===== config.mk =====
export PLATFORM = sky130hd
export DESIGN_NAME = mouse_pointer
export DESIGN_NICKNAME = d
export VERILOG_FILES = /design/src/rtl/mouse_pkg.sv /design/src/rtl/mouse_evt_fifo.sv /design/src/rtl/mouse_pointer.sv
export SDC_FILE = /design/constraint.sdc
export NUM_CORES = 1
export LEC_CHECK = 0
export CORE_ASPECT_RATIO = 0.5
export CORE_MARGIN = 5
export CORE_UTILIZATION = 45
export CTS_BUF_LIST = sky130_fd_sc_hd__clkbuf_16
export DETAILED_ROUTE_END_ITERATION = 8
export PLACE_DENSITY = 0.65
export SYNTH_ARGS = -nofsm -noshare
export SYNTH_HDL_FRONTEND = slang
export SYNTH_SLANG_ARGS = --single-unit
export TNS_END_PERCENT = 20

===== constraint.sdc =====
create_clock -name clk -period 4.06 [get_ports clk]
set_input_delay 1.015 -clock clk [delete_from_list [all_inputs] [get_ports clk]]
set_output_delay 1.015 -clock clk [all_outputs]
set_load 0.01 [all_outputs]

===== src/rtl/mouse_pkg.sv =====
// Field layout of the packed PS/2 mouse status word and the pointer event word,
// plus the screen-edge clamp shared by both axes.
package mouse_pkg;

  localparam int unsigned MOUSE_W     = 28;
  localparam int unsigned RUN_BIT     = 27;
  localparam int unsigned BTN_LSB     = 24;
  localparam int unsigned BTN_W       = 3;
  localparam int unsigned Y_LSB       = 12;
  localparam int unsigned X_LSB       = 0;
  localparam int unsigned COORD_W     = 11;
  localparam int unsigned CALC_W      = COORD_W + 2;

  localparam int unsigned EVT_W       = 25;
  localparam int unsigned EVT_X_LSB   = 0;
  localparam int unsigned EVT_Y_LSB   = 11;
  localparam int unsigned EVT_BTN_LSB = 22;

  // Saturate a signed candidate coordinate into 0..max_v.
  function automatic logic [COORD_W-1:0] clamp_coord(input logic signed [CALC_W-1:0] v,
                                                     input logic [COORD_W-1:0] max_v);
    logic signed [CALC_W-1:0] lim;
    lim = $signed({2'b00, max_v});
    if (v[CALC_W-1]) return '0;
    if (v > lim)     return max_v;
    return v[COORD_W-1:0];
  endfunction

endpackage


===== src/rtl/mouse_evt_fifo.sv =====
// Show-ahead FIFO for pointer events; push into a full FIFO is ignored unless a
// pop happens in the same cycle.
import mouse_pkg::*;

module mouse_evt_fifo #(
  parameter int unsigned WIDTH = EVT_W,
  parameter int unsigned DEPTH = 4
) (
  input  logic             clk,
  input  logic             reset,
  input  logic             push,
  input  logic [WIDTH-1:0] push_data,
  input  logic             pop,
  output logic [WIDTH-1:0] pop_data,
  output logic             full,
  output logic             empty
);

  localparam int unsigned AW = (DEPTH > 1) ? $clog2(DEPTH) : 1;

  logic [WIDTH-1:0] mem [DEPTH];
  logic [AW-1:0]    wr_ptr;
  logic [AW-1:0]    rd_ptr;
  logic [AW:0]      count;
  logic             do_push;
  logic             do_pop;

  assign empty    = (count == '0);
  assign full     = (count == (AW+1)'(DEPTH));
  assign do_pop   = pop & ~empty;
  assign do_push  = push & (~full | do_pop);
  assign pop_data = mem[rd_ptr];

  always_ff @(posedge clk or posedge reset) begin
    if (reset) begin
      wr_ptr <= '0;
      rd_ptr <= '0;
      count  <= '0;
    end else begin
      if (do_push) wr_ptr <= wr_ptr + 1'b1;
      if (do_pop)  rd_ptr <= rd_ptr + 1'b1;
      case ({do_push, do_pop})
        2'b10:   count <= count + 1'b1;
        2'b01:   count <= count - 1'b1;
        default: count <= count;
      endcase
    end
  end

  always_ff @(posedge clk) begin
    if (do_push) mem[wr_ptr] <= push_data;
  end

endmodule


===== src/rtl/mouse_pointer.sv =====
// Turns free-running PS/2 X/Y accumulators into a screen-bounded pointer and
// queues a change event whenever the pointer or buttons change.
import mouse_pkg::*;

module mouse_pointer #(
  parameter int unsigned H_RES      = 640,
  parameter int unsigned V_RES      = 480,
  parameter int unsigned FIFO_DEPTH = 4
) (
  input  logic                 clk,
  input  logic                 reset,
  input  logic [MOUSE_W-1:0]   mouse_data,
  output logic [COORD_W-1:0]   ptr_x,
  output logic [COORD_W-1:0]   ptr_y,
  output logic [BTN_W-1:0]     ptr_btns,
  output logic                 ptr_active,
  output logic                 evt_valid,
  output logic [EVT_W-1:0]     evt_data,
  input  logic                 evt_ready,
  output logic                 evt_ovf
);

  localparam logic [COORD_W-1:0] X_MAX = COORD_W'(H_RES - 1);
  localparam logic [COORD_W-1:0] Y_MAX = COORD_W'(V_RES - 1);
  localparam logic [COORD_W-1:0] X_MID = COORD_W'(H_RES / 2);
  localparam logic [COORD_W-1:0] Y_MID = COORD_W'(V_RES / 2);

  logic               run_q;
  logic [BTN_W-1:0]   btns_q;
  logic [COORD_W-1:0] x_q;
  logic [COORD_W-1:0] y_q;
  logic               prev_run;
  logic [BTN_W-1:0]   prev_btns;
  logic [COORD_W-1:0] prev_x;
  logic [COORD_W-1:0] prev_y;

  logic                     tracking;
  logic [COORD_W-1:0]       dx;
  logic [COORD_W-1:0]       dy;
  logic signed [CALC_W-1:0] nx;
  logic signed [CALC_W-1:0] ny;
  logic [COORD_W-1:0]       nx_c;
  logic [COORD_W-1:0]       ny_c;
  logic                     push;
  logic [EVT_W-1:0]         push_data;
  logic                     pop;
  logic                     full;
  logic                     empty;
  logic                     unused_pad;

  assign unused_pad = ^{mouse_data[Y_LSB-1], mouse_data[BTN_LSB-1]};

  // prev_* always follow in_q; prev_run marks whether they hold a running sample.
  always_ff @(posedge clk or posedge reset) begin
    if (reset) begin
      run_q     <= 1'b0;
      btns_q    <= '0;
      x_q       <= '0;
      y_q       <= '0;
      prev_run  <= 1'b0;
      prev_btns <= '0;
      prev_x    <= '0;
      prev_y    <= '0;
    end else begin
      run_q     <= mouse_data[RUN_BIT];
      btns_q    <= mouse_data[BTN_LSB +: BTN_W];
      y_q       <= mouse_data[Y_LSB +: COORD_W];
      x_q       <= mouse_data[X_LSB +: COORD_W];
      prev_run  <= run_q;
      prev_btns <= btns_q;
      prev_x    <= x_q;
      prev_y    <= y_q;
    end
  end

  // Deltas wrap in 11 bits, then sign-extend; PS/2 Y is up-positive, screen Y is down.
  always_comb begin
    tracking = run_q & prev_run;
    dx       = x_q - prev_x;
    dy       = y_q - prev_y;
    nx       = $signed({2'b00, ptr_x}) + $signed({{2{dx[COORD_W-1]}}, dx});
    ny       = $signed({2'b00, ptr_y}) - $signed({{2{dy[COORD_W-1]}}, dy});
    nx_c     = clamp_coord(nx, X_MAX);
    ny_c     = clamp_coord(ny, Y_MAX);
    push     = tracking & ((dx != '0) | (dy != '0) | (btns_q != prev_btns));
    push_data = '0;
    push_data[EVT_X_LSB +: COORD_W] = nx_c;
    push_data[EVT_Y_LSB +: COORD_W] = ny_c;
    push_data[EVT_BTN_LSB +: BTN_W] = btns_q;
  end

  always_ff @(posedge clk or posedge reset) begin
    if (reset) begin
      ptr_x      <= X_MID;
      ptr_y      <= Y_MID;
      ptr_btns   <= '0;
      ptr_active <= 1'b0;
    end else begin
      ptr_active <= run_q;
      if (!run_q) begin
        ptr_x    <= X_MID;
        ptr_y    <= Y_MID;
        ptr_btns <= '0;
      end else begin
        ptr_btns <= btns_q;
        if (tracking) begin
          ptr_x <= nx_c;
          ptr_y <= ny_c;
        end
      end
    end
  end

  assign evt_valid = ~empty;
  assign pop       = evt_valid & evt_ready;

  always_ff @(posedge clk or posedge reset) begin
    if (reset) begin
      evt_ovf <= 1'b0;
    end else if (push & full & ~pop) begin
      evt_ovf <= 1'b1;
    end
  end

  mouse_evt_fifo #(
    .WIDTH (EVT_W),
    .DEPTH (FIFO_DEPTH)
  ) u_fifo (
    .clk       (clk),
    .reset     (reset),
    .push      (push),
    .push_data (push_data),
    .pop       (pop),
    .pop_data  (evt_data),
    .full      (full),
    .empty     (empty)
  );

endmodule


Word-level counts from Yosys, hierarchy flattened
Memories as Yosys holds them, arrays and structs flattened.
Cells that the tools add are included.
{"block": "word_totals", "wordCells": 70, "mem_bits_rw": 100, "mem_count": 1, "output_inout_bits": 53, "regBits": 85, "in_bits": 31}
{"memory": "u_fifo.mem", "depth": 4, "word_bits": 25, "read_ports": 1, "rd_clocked_by_memory_dff": 0, "write_ports": 1, "line": "mouse_evt_fifo.sv:21", "rtl": "logic [WIDTH-1:0] mem [DEPTH];"}
{"block": "classes", "magnitude_cmp": 2, "muxes": 22, "add_sub_neg": 8, "bitwise": 13, "reduce_logical": 4, "eq_ne": 5}
{"op": "two-way mux 11 bit", "n": 12}
{"op": "nonzero test 11 bit", "n": 2}
{"op": "subtractor 11 bit", "n": 2}
{"op": "adder 12 x 11 -> 13 bit", "n": 1}
{"op": "greater-than comparator 13 x 10 -> 1 bit, second input constant", "n": 1}
{"op": "greater-than comparator 13 x 11 -> 1 bit, second input constant", "n": 1}
{"op": "subtractor 12 x 11 -> 13 bit", "n": 1}
{"op": "two-way mux 1 bit", "n": 8}
{"op": "AND 1 bit", "n": 7}
{"op": "case mux 3 bit (2 select lines)", "n": 1}
{"op": "adder 2 x 1 -> 2 bit, second input constant", "n": 2}
{"op": "adder 3 x 1 -> 3 bit, second input constant", "n": 1}
{"op": "equality test 3 bit, second input constant", "n": 1}
{"op": "logical NOT 3 bit", "n": 1}
{"op": "two-way mux 3 bit", "n": 1}
{"op": "inequality test 3 bit", "n": 1}
{"op": "NOT 1 bit", "n": 3}
{"op": "bitwise OR 1 bit", "n": 3}
{"op": "subtractor 3 x 1 -> 3 bit, second input constant", "n": 1}
{"op": "equality test 2 x 1 -> 1 bit, second input constant", "n": 1}
{"op": "equality test 2 bit, second input constant", "n": 1}
{"op": "inequality test 2 x 1 -> 1 bit, second input constant", "n": 1}
{"op": "nonzero test 2 bit", "n": 1}

Longest topological paths before layout
Gate-level depths: netlist of the first run.
{"block": "logic_depth", "depth_word": 9, "ltp_mapped": 19, "mapped_depth_nobuf": 18}

Cells and area by module
From an unflattened synthesis of the first run, not the netlist that was laid out.
{"block": "unflattened", "cells_unflattened": 684, "area_unflattened_um2": 8947.3}
{"module": "mouse_pointer", "area_per_inst_um2": 4906.0, "n_inst": 1, "cells_per_inst": 514, "seq_area_each_um2": 1959.4}
{"module": "mouse_evt_fifo", "area_per_inst_um2": 4041.4, "n_inst": 1, "cells_per_inst": 170, "seq_area_each_um2": 3178.0}

Least setup slack after synthesis of the first run
No wires, ideal clock.
{"block": "synth_timing", "kind": "register to register", "startpoint": "register y_q[0]", "endpoint": "memory u_fifo.mem[0][11] (netlist name), data pin", "setup_ns": 0.290, "arrival_time_ns": 3.874, "n_path_buf": 0, "setup_slack_ns": -0.104, "period_less_slack_ns": 4.164, "path_stages_with_launch": 18, "required_time_ns": 3.770, "cell_sequence": "dfrtp_1 inv_1 ha_1 fa_1 nor2b_2 o21ai_0 nor3b_1 or2_2 ha_1 o21a_1 o31a_1 o31ai_1 a21oi_1 maj3_1 maj3_1 a21oi_2 xnor2_1 nor2_1"}
{"block": "synth_via", "elab_chain_cells": 7, "elab_cells_between_ends": 9, "classes_between": "add/sub (2); order compare (1); mux (6)"}
{"element": "start, declared", "line": "mouse_pointer.sv:31", "rtl": "logic [COORD_W-1:0] y_q;"}
{"element": "start signal, assigned", "line": "mouse_pointer.sv:67", "rtl": "y_q <= mouse_data[Y_LSB +: COORD_W];"}
{"element": "subtractor 11 bit *", "line": "mouse_pointer.sv:80", "rtl": "dy = y_q - prev_y;"}
{"element": "subtractor 12 x 11 -> 13 bit *", "line": "mouse_pointer.sv:82", "rtl": "ny = $signed({2'b00, ptr_y}) - $signed({{2{dy[COORD_W-1]}}, dy});"}
{"element": "greater-than comparator 13 x 10 -> 1 bit", "line": "mouse_pkg.sv:25", "rtl": "if (v > lim) return max_v;"}
{"element": "two-way mux 1 bit (2 in a row)", "line": "mouse_pkg.sv:25"}
{"element": "two-way mux 11 bit", "line": "mouse_pkg.sv:26", "rtl": "return v[COORD_W-1:0];"}
{"element": "two-way mux 11 bit *", "line": "mouse_pkg.sv:25"}
{"element": "net ny_c[0]", "line": "mouse_pointer.sv:43", "rtl": "logic [COORD_W-1:0] ny_c;"}
{"element": "end, declared", "line": "mouse_evt_fifo.sv:21"}
The timed path passes the listed nets; every way through them passes the cells marked *. The select of a mux whose other input is x is not followed.

Final worst setup path of the first run
{"block": "layout_timing", "startpoint": "register y_q[0]", "endpoint": "memory u_fifo.mem[0][16] (netlist name), data pin"}
The elaborated chain is that of the path after synthesis.

==> impl_metrics.py, run 1 <==
metrics = {
    "floorplan": {
        "floorplan.initialDensity": 0.457,
        "coreArea_sq_um": 19500,
        "die_width_microns": 209,
        "die_h_microns": 109,
        "design.die.area_sq_um": 22900,
        "io_pins": 84,
        "std_cell_rows": 36,
    },
    "setup_path": {
        "endpoint_class_of_the_critical_path": "register",
        "crit_path_start_kind": "register",
        "criticalPathCategory": "register to register",
        "critical_path_required_ps": 4240,
        "worst-endpoint-arrival_ps": 4260,
        "cp_max_fo": 8,
    },
    "logic_synthesis": {
        "synth.yosys.seq_area_share": 0.577,
        "synthDominantAreaCellType": "sky130_fd_sc_hd__edfxtp_1",
        "synth.cell_area_sq_um": 8900,
        "synth.top_cells.by_area": "sky130_fd_sc_hd__edfxtp_1 34%, sky130_fd_sc_hd__dfrtp_1 22%, sky130_fd_sc_hd__ha_1 6.6%",
        "asyncSetResetFlopFracSynth": 0.459,
        "syn_area_per_cell_sq_um": 13.0,
        "count_of_flip_flops_with_a_built_in_enable_after_synthesis": 100,
        "synth_top_cell_area_share": 0.338,
        "yosysWarningCount": 0,
        "ys_seq_elements": 185,
        "synth_cells": 685,
        "synthDistinctLibCells": 78,
        "synth-main-ff-cell": "sky130_fd_sc_hd__edfxtp_1",
    },
    "final_layout": {
        "final_layout_size_suffix_gt1_frac": 0.277,
        "fillers": 1547,
        "flow.area_growth_from_synthesis_pct": 33.6,
        "num_antenna_cells": 0,
        "finalNetCount": 945,
    },
    "pwr": {
        "cellLeakagePower_nw": 4.67,
        "irDropWorstVdd_mv": 0.365,
        "cellPowerDensity_nw_per_um2": 609,
    },
    "clock_network": {
        "clock_transition_at_the_register_clock_pins_on_the_worst_setup_and_hold_paths_after_cts_ps": 70,
        "number_of_clock_sinks": 185,
        "clock_latency_ps": 440,
        "clock_path_buffers": 2,
        "ctsHoldBuffers": 0,
        "root_buf_cell": "sky130_fd_sc_hd__clkbuf_16",
        "ctsHtreeMaxLevel": 4,
        "cts_tree": "built",
        "number_of_buffers_inserted_during_clock_tree_synthesis": 17,
    },
    "timing": {
        "drv_slew": 0,
        "setup_slack_ps": -21.6,
        "fmax_ghz": 0.245,
        "rsz0062_at_grt": "true",
        "clock_skew_after_layout_ps": 15.9,
        "worstMarginPinSlew_ps": 917,
        "number_of_failing_hold_endpoints_at_the_final_stage": 0,
        "min_period_ps": 4080,
        "final-setup-viol-count": 5,
        "hold-worst-slack_ps": 385,
        "period_utilization_post_route": 1.01,
        "maxSlewHeadroom": 0.386,
    },
    "min_path": {
        "hp-class": "register to register",
    },
    "global_routing": {
        "grt_pass1_vias": 6133,
        "largest_net_degree_at_the_start_of_global_routing": 50,
        "grtUsageTotal": 0.181,
        "grt_first_pass_wirelength_microns": 32300,
        "grt_antenna_before_repair": 0,
        "globalRoute.totalOverflow": 0,
    },
    "placed_design": {
        "port-buffer-count": 81,
        "finalWeightedCongestion": 0.880,
        "detailedPlacementHpwl_microns": 14100,
        "pre_cts_slack_ps": -384,
    },
    "detailed_routing": {
        "ant_nets": 0,
        "viasPerCell": 5.22,
        "detail_route.drc_violations": 0,
        "drt_pre_antenna_iters": 5,
        "detailedRoute.firstIterationViolations": 444,
        "wl_per_cell_microns": 17.4,
        "via_count": 5961,
        "drt_wl_total_microns": 19900,
    },
    "run_status": {
        "outcome": "complete, but fails checks",
        "violations": "negative setup slack",
    },
    "run": {
        "total_of_max_cap_violations": 0,
    },
}
-- critical path, stage by stage, from the launching register on --
cell and delay, ps:
sky130_fd_sc_hd__dfrtp_1 370, sky130_fd_sc_hd__inv_2 50, sky130_fd_sc_hd__ha_4 160, sky130_fd_sc_hd__fa_2 400
sky130_fd_sc_hd__nor2b_4 140, sky130_fd_sc_hd__o21ai_0 70, sky130_fd_sc_hd__nor3b_1 130, sky130_fd_sc_hd__or2_4 270
sky130_fd_sc_hd__ha_4 280, sky130_fd_sc_hd__o21a_1 110, sky130_fd_sc_hd__o31a_1 210, sky130_fd_sc_hd__buf_4 140
sky130_fd_sc_hd__o21ai_0 60, sky130_fd_sc_hd__a21boi_0 380, sky130_fd_sc_hd__nand2_1 130, sky130_fd_sc_hd__o32ai_2 290
sky130_fd_sc_hd__or3_4 320, sky130_fd_sc_hd__nor2_2 90, sky130_fd_sc_hd__and3_4 210
-- synthesized netlist by cell type (4+ instances only) --
cell,number
sky130_fd_sc_hd__mux4_2,25
sky130_fd_sc_hd__nand2_1,36
sky130_fd_sc_hd__o21ai_1,11
sky130_fd_sc_hd__nand3_1,7
sky130_fd_sc_hd__o31a_1,4
sky130_fd_sc_hd__a21oi_1,31
sky130_fd_sc_hd__edfxtp_1,100
sky130_fd_sc_hd__o21ai_0,26
sky130_fd_sc_hd__dfrtp_1,79
sky130_fd_sc_hd__or3_1,4
sky130_fd_sc_hd__ha_1,47
sky130_fd_sc_hd__dfstp_2,6
sky130_fd_sc_hd__nor3_1,19
sky130_fd_sc_hd__nor3b_1,6
sky130_fd_sc_hd__fa_1,5
sky130_fd_sc_hd__a21o_1,7
sky130_fd_sc_hd__clkbuf_1,10
sky130_fd_sc_hd__xor2_1,16
sky130_fd_sc_hd__xnor2_1,17
sky130_fd_sc_hd__o21a_1,14
sky130_fd_sc_hd__nor2b_1,12
sky130_fd_sc_hd__a211oi_1,6
sky130_fd_sc_hd__and3_1,8
sky130_fd_sc_hd__nor4_1,4
sky130_fd_sc_hd__and2_1,9
sky130_fd_sc_hd__inv_1,50
sky130_fd_sc_hd__nor2_1,44
-- report_power, final --
group	switching, mW	internal (mW)
logic	1.53	1.59
clock network	0.749	0.860
registers	0.168	2.34
total	2.45	4.79
-- registers in the layout, summed over array words and instances, names as in the netlist --
signal / cells
u_fifo.mem: 100
prev_x: 11
prev_y: 11
ptr_x: 11
ptr_y: 11
x_q: 11
y_q: 11
btns_q: 3
prev_btns: 3
ptr_btns: 3
u_fifo.count: 3
u_fifo.rd_ptr: 2
u_fifo.wr_ptr: 2
evt_ovf: 1
ptr_active: 1
run_q: 1
-- final cells by class --
type | count | area, sq um | share of cell area
Clock buffer | 17 | 425 | 0.0358
Timing Repair Buffer | 163 | 1530 | 0.129
Tap cell | 266 | 333 | 0.0280
Multi-Input combinational cell | 445 | 4120 | 0.347
Clock inverter | 15 | 148 | 0.0124
Inverter | 50 | 193 | 0.0162
Sequential cell | 185 | 5140 | 0.432
-- layer usage --
layer / wire length, microns / vias up / track usage
li1: - / 2892 / -
met1: 9490 / 2924 / 0.258
met2: 9120 / 123 / 0.283
met3: 954 / 22 / 0.0388
met4: 333 / 0 / 0.0586
met5: 0 / - / 0
-- through the flow --
stage | area (sq um) | TNS [ps] | power, mW | cells | util
final | 11900 | -96.5 | 7.24 | 1141 | 0.611
after CTS | 11600 | -1700 | 7.11 | 1136 | 0.597
after detailed placement | 10600 | -16380 | 5.20 | 1092 | 0.544
after global placement | 10600 | -10350 | 5.13 | 1092 | 0.544
after floorplan | 8960 | 0 | 4.06 | 696 | -
after global routing | 11900 | -8120 | 7.67 | 1141 | 0.611
-- cells in the final DEF (no fill, tap or decap), types with 7 or more instances in the layout --
master and instances:
sky130_fd_sc_hd__edfxtp_1 100, sky130_fd_sc_hd__clkdlybuf4s50_1 81, sky130_fd_sc_hd__dfrtp_1 79, sky130_fd_sc_hd__buf_4 69, sky130_fd_sc_hd__inv_1 46, sky130_fd_sc_hd__ha_1 38
sky130_fd_sc_hd__nor2_1 32, sky130_fd_sc_hd__nand2_1 32, sky130_fd_sc_hd__mux4_2 25, sky130_fd_sc_hd__a21oi_1 23, sky130_fd_sc_hd__o21ai_0 22, sky130_fd_sc_hd__clkbuf_16 17
sky130_fd_sc_hd__o21a_1 14, sky130_fd_sc_hd__nor3_1 13, sky130_fd_sc_hd__xnor2_1 12, sky130_fd_sc_hd__xor2_1 12, sky130_fd_sc_hd__o21ai_1 12, sky130_fd_sc_hd__conb_1 12
sky130_fd_sc_hd__nor2b_1 10, sky130_fd_sc_hd__nor2_2 10, sky130_fd_sc_hd__and2_1 9, sky130_fd_sc_hd__a21o_1 7, sky130_fd_sc_hd__ha_4 7, sky130_fd_sc_hd__buf_6 7
-- final timing paths --
check	end	slack, ps	startpoint	cells past startpoint
setup / recovery	u_fifo.mem[0][16]	-20	y_q[0]	18
hold / removal	prev_x[9]	390	x_q[9]	0
setup reg to reg	u_fifo.mem[0][16]	-20	y_q[0]	18
hold reg to reg	prev_x[9]	390	x_q[9]	0
max in group asynchronous	ptr_y[6]	2350	reset	3
min in group asynchronous	x_q[2]	990	reset	2
-- cells by family (layout without fill, tap and decap cells) --
kind of cell             Yosys count  count (layout)  share of synthesized area
flip-flops                       185             185                      0.577
buffers and inverters             67             245                     0.0295
XOR/XNOR                          34              35                     0.0343
multiplexers                      26              26                     0.0644
AO/OA/AOI/OAI                    145             145                      0.113
other                              1              12                   0.000421
AND/OR/NAND/NOR                  172             172                     0.0997
adder cells (fa/ha/maj)           55              55                     0.0807
-- repair_timing --
| action | CTS | global route |
|---|---|---|
| resized for setup | 66 | 55 |
| pin swaps | 28 | 30 |
| setup endpoints to repair | 82 | 197 |
| gates cloned | 1 | 1 |
| buffers inserted | 11 | 5 |
No activity file was read; power rests on OpenSTA's default activity.
==> inputs of run 2 (changes only) <==
--- a/config.mk
+++ b/config.mk
@@ -8,9 +8,11 @@
 export CORE_ASPECT_RATIO = 0.5
 export CORE_MARGIN = 5
 export CORE_UTILIZATION = 45
-export CTS_BUF_LIST = sky130_fd_sc_hd__clkbuf_16
+export CTS_BUF_LIST = sky130_fd_sc_hd__clkbuf_8 sky130_fd_sc_hd__clkbuf_16
 export DETAILED_ROUTE_END_ITERATION = 8
+export GPL_ROUTABILITY_DRIVEN = 0
 export PLACE_DENSITY = 0.65
+export SKIP_CTS_REPAIR_TIMING = 1
 export SYNTH_ARGS = -nofsm -noshare
 export SYNTH_HDL_FRONTEND = slang
 export SYNTH_SLANG_ARGS = --single-unit
==> impl_metrics.py, run 2 (synthesized netlist as in run 1, its figures left out) <==
metrics = {
    "run_status": {
        "outcome": "complete, but fails checks",
        "violations": "negative setup slack",
    },
    "timing": {
        "min_period_ps": 4220,
        "fmax_ghz": 0.237,
        "clock_skew_after_layout_ps": 11.5,
        "setup_slack_ps": -164,
        "number_of_failing_hold_endpoints_at_the_final_stage": 0,
        "maxSlewHeadroom": 0.405,
        "hold-worst-slack_ps": 385,
        "final-setup-viol-count": 43,
        "drv_slew": 0,
        "worstMarginPinSlew_ps": 889,
        "period_utilization_post_route": 1.04,
        "rsz0062_at_grt": "true",
    },
    "detailed_routing": {
        "viasPerCell": 5.23,
        "detail_route.drc_violations": 0,
        "drt_pre_antenna_iters": 5,
        "ant_nets": 0,
        "via_count": 5957,
        "detailedRoute.firstIterationViolations": 435,
        "wl_per_cell_microns": 17.3,
        "drt_wl_total_microns": 19700,
    },
    "clock_network": {
        "number_of_buffers_inserted_during_clock_tree_synthesis": 17,
        "ctsHtreeMaxLevel": 4,
        "clock_path_buffers": 2,
        "clock_latency_ps": 430,
        "number_of_clock_sinks": 185,
        "root_buf_cell": "sky130_fd_sc_hd__clkbuf_16",
        "clock_transition_at_the_register_clock_pins_on_the_worst_setup_and_hold_paths_after_cts_ps": 70,
        "cts_tree": "built",
    },
    "setup_path": {
        "cp_max_fo": 8,
        "worst_path_most_repeated_cell": "sky130_fd_sc_hd__ha_4",
        "timing.critical_path.to": "u_fifo.mem[3][12]",
        "worst_r2r_startpoint": "y_q[0]",
        "worst-endpoint-arrival_ps": 4400,
        "critical_path.slowest_cell": "sky130_fd_sc_hd__or3_4",
        "endpoint_class_of_the_critical_path": "register",
        "critical_path.cell_chain": "inv_2, ha_4, fa_2, nor2b_4, o21ai_1, nor3b_2, or2_4, ha_4, o21a_1, o31a_1, o31ai_4, a21oi_4, xnor2_2, xor2_1, o32ai_1, or3_4, nor3b_4, nor2_4",
        "regToRegSetupSlack_ps": -160,
        "critical_path.max_stage_delay_ps": 530,
        "rr_worst_depth": 18,
        "crit_path_start_kind": "register",
        "critical_path_required_ps": 4230,
        "cell_count_along_the_critical_path": 18,
        "worstSetupStartpoint": "y_q[0]",
        "buf_inv_on_cp": 1,
        "criticalPathCategory": "register to register",
        "timing.rr.end": "u_fifo.mem[3][12]",
        "timing.critical_path.max_delay_family": "simple AND/OR/NAND/NOR gates",
    },
    "final_layout": {
        "finalInstanceArea_sq_um": 11700,
        "flow.area_growth_from_synthesis_pct": 31.9,
        "final_common_cell": "sky130_fd_sc_hd__edfxtp_1",
        "largest-register": "u_fifo.mem",
        "final_layout_size_suffix_gt1_frac": 0.268,
        "finalNetCount": 942,
        "final_cell_mix": "100 x sky130_fd_sc_hd__edfxtp_1, 81 x sky130_fd_sc_hd__clkdlybuf4s50_1, 79 x sky130_fd_sc_hd__dfrtp_1, 74 x sky130_fd_sc_hd__buf_4, 49 x sky130_fd_sc_hd__inv_1",
        "num_antenna_cells": 0,
        "max_ffs_per_register": 100,
    },
    "pwr": {
        "cellPowerDensity_nw_per_um2": 614,
        "irDropWorstVdd_mv": 0.381,
        "cellLeakagePower_nw": 4.65,
        "total_power_mw": 7.21,
    },
    "min_path": {
        "hp-class": "register to register",
    },
    "placed_design": {
        "port-buffer-count": 81,
        "detailedPlacementHpwl_microns": 14100,
        "placed_area_sq_um": 10600,
    },
    "floorplan": {
        "die_width_microns": 209,
        "floorplan.initialDensity": 0.457,
        "std_cell_rows": 36,
        "coreArea_sq_um": 19500,
        "io_pins": 84,
        "die_h_microns": 109,
        "design.die.area_sq_um": 22900,
    },
    "global_routing": {
        "grt_antenna_before_repair": 0,
        "grt_pass1_vias": 6032,
        "grtUsageTotal": 0.177,
        "globalRoute.totalOverflow": 0,
        "grt_first_pass_wirelength_microns": 31600,
        "gr-max-usage-layer": "met2",
        "gr-usage-met3": 0.0385,
        "grt_util_met2": 0.274,
        "grt.met1_usage": 0.255,
        "largest_net_degree_at_the_start_of_global_routing": 50,
    },
    "run": {
        "total_of_max_cap_violations": 0,
    },
}
[run 2: cell count changes in the layout (fill, tap and decap cells not counted), moves of 4 or more]
cell | before | now
sky130_fd_sc_hd__buf_4 | 69 | 74
sky130_fd_sc_hd__buf_6 | 7 | 1
sky130_fd_sc_hd__nor2_2 | 10 | 6
sky130_fd_sc_hd__ha_4 | 7 | 3
sky130_fd_sc_hd__ha_1 | 38 | 42
[run 2: how the worst min path moves through the flow]
stage,to,slack (ps),cells past startpoint,start
2_1_floorplan,prev_x[0],350,0,x_q[0]
3_3_place_gp,prev_y[0],360,0,y_q[0]
3_5_place_dp,prev_y[0],370,0,y_q[0]
4_1_cts,prev_x[9],390,0,x_q[9]
5_1_grt,prev_y[8],400,0,y_q[8]
6_report,prev_x[9],390,0,x_q[9]
[run 2: cell type report]
| class | instances | area, sq um |
|---|---|---|
| clock buffer | 19 | 453 |
| clock inverter | 13 | 140 |
| fill | 1577 | 7720 |
| inverter | 50 | 189 |
| multi-input combinational | 444 | 4010 |
| sequential | 185 | 5140 |
| tap | 266 | 333 |
| timing repair buffer | 161 | 1480 |
[run 2: metal layers]
layer / wire length (microns) / part of all wire / up-vias
met1: 9630 / 0.49 / 2942
met2: 8950 / 0.45 / 105
met5: 0 / 0 / -
met3: 721 / 0.037 / 28
li1: - / - / 2882
met4: 375 / 0.019 / 0
[run 2: power breakdown]
part / switching (mW) / internal (mW)
clock: 0.749 / 0.898
sequential: 0.166 / 2.34
combinational: 1.51 / 1.54
total: 2.43 / 4.78
[run 2: stage by stage]
| step | std cells | worst slack, ps | TNS, ps | util |
|---|---|---|---|---|
| after floorplan | 696 | 12.2 | 0 | - |
| after global placement | 1092 | -257 | -10350 | 0.544 |
| after detailed placement | 1092 | -384 | -16380 | 0.544 |
| after CTS | 1124 | -413 | -18240 | 0.574 |
| after global routing | 1138 | -306 | -13810 | 0.603 |
| final | 1138 | -164 | -3390 | 0.603 |
==> inputs of run 3 (changes only) <==
--- a/config.mk
+++ b/config.mk
@@ -11,6 +11,7 @@
 export CTS_BUF_LIST = sky130_fd_sc_hd__clkbuf_8 sky130_fd_sc_hd__clkbuf_16
 export DETAILED_ROUTE_END_ITERATION = 8
 export GPL_ROUTABILITY_DRIVEN = 0
+export MAX_ROUTING_LAYER = met4
 export PLACE_DENSITY = 0.65
 export SKIP_CTS_REPAIR_TIMING = 1
 export SYNTH_ARGS = -nofsm -noshare
==> impl_metrics.py, run 3 (synthesized netlist as in run 1, its figures left out) <==
metrics = {
    "min_path": {
        "hp-class": "register to register",
    },
    "timing": {
        "number_of_failing_hold_endpoints_at_the_final_stage": 0,
        "clock_skew_after_layout_ps": 14.0,
        "rsz0062_at_grt": "true",
        "worstMarginPinSlew_ps": 909,
        "period_utilization_post_route": 1.04,
        "setup_slack_ps": -165,
        "final-setup-viol-count": 45,
        "hold-worst-slack_ps": 385,
        "fmax_ghz": 0.237,
        "min_period_ps": 4220,
        "maxSlewHeadroom": 0.392,
        "drv_slew": 0,
    },
    "detailed_routing": {
        "detailedRoute.firstIterationViolations": 396,
        "drt_wl_total_microns": 19600,
        "wl_per_cell_microns": 17.2,
        "viasPerCell": 5.17,
        "ant_nets": 0,
        "drt_pre_antenna_iters": 4,
        "detail_route.drc_violations": 0,
        "via_count": 5885,
    },
    "global_routing": {
        "largest_net_degree_at_the_start_of_global_routing": 50,
        "grt_first_pass_wirelength_microns": 31600,
        "grtUsageTotal": 0.183,
        "gr-usage-met3": 0.0376,
        "grt.met1_usage": 0.257,
        "gr-max-usage-layer": "met2",
        "grt_pass1_vias": 6011,
        "grt_antenna_before_repair": 0,
        "globalRoute.totalOverflow": 0,
        "grt_util_met2": 0.273,
    },
    "placed_design": {
        "pre_cts_slack_ps": -384,
        "port-buffer-count": 81,
        "placed_area_sq_um": 10600,
        "detailedPlacementHpwl_microns": 14100,
    },
    "pwr": {
        "power.sequential.fraction": 0.350,
        "irDropWorstVdd_mv": 0.354,
        "power.net_switching_mw": 2.40,
        "switching_share": 0.335,
        "p_clk_frac": 0.230,
        "cellInternalPower_mw": 4.76,
        "cellLeakagePower_nw": 4.63,
        "total_power_mw": 7.16,
        "cellPowerDensity_nw_per_um2": 614,
        "share_comb_of_total_power": 0.419,
    },
    "final_layout": {
        "largest-register": "u_fifo.mem",
        "final_layout_size_suffix_gt1_frac": 0.251,
        "final_cell_mix": "100 x sky130_fd_sc_hd__edfxtp_1, 81 x sky130_fd_sc_hd__clkdlybuf4s50_1, 79 x sky130_fd_sc_hd__dfrtp_1, 74 x sky130_fd_sc_hd__buf_4, 49 x sky130_fd_sc_hd__inv_1",
        "finalNetCount": 942,
        "num_antenna_cells": 0,
        "max_ffs_per_register": 100,
        "finalInstanceArea_sq_um": 11700,
        "final_common_cell": "sky130_fd_sc_hd__edfxtp_1",
        "flow.area_growth_from_synthesis_pct": 31.1,
        "fillers": 1581,
    },
    "setup_path": {
        "crit_path_start_kind": "register",
        "endpoint_class_of_the_critical_path": "register",
        "critical_path.slowest_cell": "sky130_fd_sc_hd__or3_4",
        "worst-endpoint-arrival_ps": 4390,
        "critical_path_required_ps": 4230,
        "worst_path_most_repeated_cell": "sky130_fd_sc_hd__ha_4",
        "critical_path.cell_chain": "inv_2, ha_4, fa_2, nor2b_4, o21ai_1, nor3b_2, or2_4, ha_4, o21a_1, o31a_1, o31ai_4, a21oi_4, xnor2_2, xor2_1, o32ai_1, or3_4, nor3b_4, nor2_4",
        "buf_inv_on_cp": 1,
        "critical_path.max_stage_delay_ps": 530,
        "cp_max_fo": 8,
        "timing.critical_path.max_delay_family": "simple AND/OR/NAND/NOR gates",
        "regToRegSetupSlack_ps": -160,
        "criticalPathCategory": "register to register",
    },
    "clock_network": {
        "cts_tree": "built",
        "clock_path_buffers": 2,
        "clock_latency_ps": 430,
        "number_of_buffers_inserted_during_clock_tree_synthesis": 17,
        "clock_transition_at_the_register_clock_pins_on_the_worst_setup_and_hold_paths_after_cts_ps": 80,
        "root_buf_cell": "sky130_fd_sc_hd__clkbuf_16",
        "number_of_clock_sinks": 185,
        "ctsHtreeMaxLevel": 4,
    },
    "floorplan": {
        "std_cell_rows": 36,
        "io_pins": 84,
        "floorplan.initialDensity": 0.457,
        "die_h_microns": 109,
        "die_width_microns": 209,
        "coreArea_sq_um": 19500,
        "design.die.area_sq_um": 22900,
    },
    "run_status": {
        "outcome": "complete, but fails checks",
        "violations": "negative setup slack",
    },
    "run": {
        "total_of_max_cap_violations": 0,
    },
}
==> run 3: final timing paths <==
path	startpoint	end	cells after the start
max in group asynchronous	reset	ptr_y[6]	3
min reg2reg	x_q[9]	prev_x[9]	0
min	x_q[9]	prev_x[9]	0
max reg2reg	y_q[0]	u_fifo.mem[3][12]	18
min in group asynchronous	reset	prev_x[5]	2
max	y_q[0]	u_fifo.mem[3][12]	18
==> run 3: worst register-to-register path: stages (launching register included) <==
cell and delay, ps:
sky130_fd_sc_hd__dfrtp_1 370, sky130_fd_sc_hd__inv_2 50, sky130_fd_sc_hd__ha_4 160, sky130_fd_sc_hd__fa_2 420, sky130_fd_sc_hd__nor2b_4 160, sky130_fd_sc_hd__o21ai_1 70, sky130_fd_sc_hd__nor3b_2 140, sky130_fd_sc_hd__or2_4 270
sky130_fd_sc_hd__ha_4 250, sky130_fd_sc_hd__o21a_1 100, sky130_fd_sc_hd__o31a_1 140, sky130_fd_sc_hd__o31ai_4 290, sky130_fd_sc_hd__a21oi_4 120, sky130_fd_sc_hd__xnor2_2 200, sky130_fd_sc_hd__xor2_1 210, sky130_fd_sc_hd__o32ai_1 110
sky130_fd_sc_hd__or3_4 530, sky130_fd_sc_hd__nor3b_4 290, sky130_fd_sc_hd__nor2_4 80
==> run 3: area by class of cell <==
cell class | count | area (sq um) | share of cell area
tap | 266 | 333 | 0.0285
inverter | 50 | 189 | 0.0162
multi-input combinational | 444 | 3930 | 0.337
clock inverter | 13 | 140 | 0.0120
timing repair buffer | 161 | 1480 | 0.127
clock buffer | 19 | 453 | 0.0388
sequential | 185 | 5140 | 0.440
==> run 3: layer usage <==
metal,vias to the layer above,wire length [microns]
met2,93,8910
met5,-,0
met1,2893,9640
li1,2876,-
met4,0,341
met3,23,684
==> run 3: power by group through the flow <==
stage / combinational [mW] / clock, mW / sequential (mW)
floorplan: 1.58 / 0 / 2.48
global placement: 2.60 / 0 / 2.53
detailed placement: 2.65 / 0 / 2.55
CTS: 2.66 / 1.68 / 2.51
global route: 3.27 / 1.77 / 2.54
finish: 3.00 / 1.65 / 2.51
==> run 3: stage by stage <==
step	utilization	TNS (ps)	cells
2_1_floorplan	-	0	696
3_3_place_gp	0.544	-10350	1092
3_5_place_dp	0.544	-16380	1092
4_1_cts	0.574	-18240	1124
5_1_grt	0.599	-20890	1138
6_report	0.599	-3530	1138
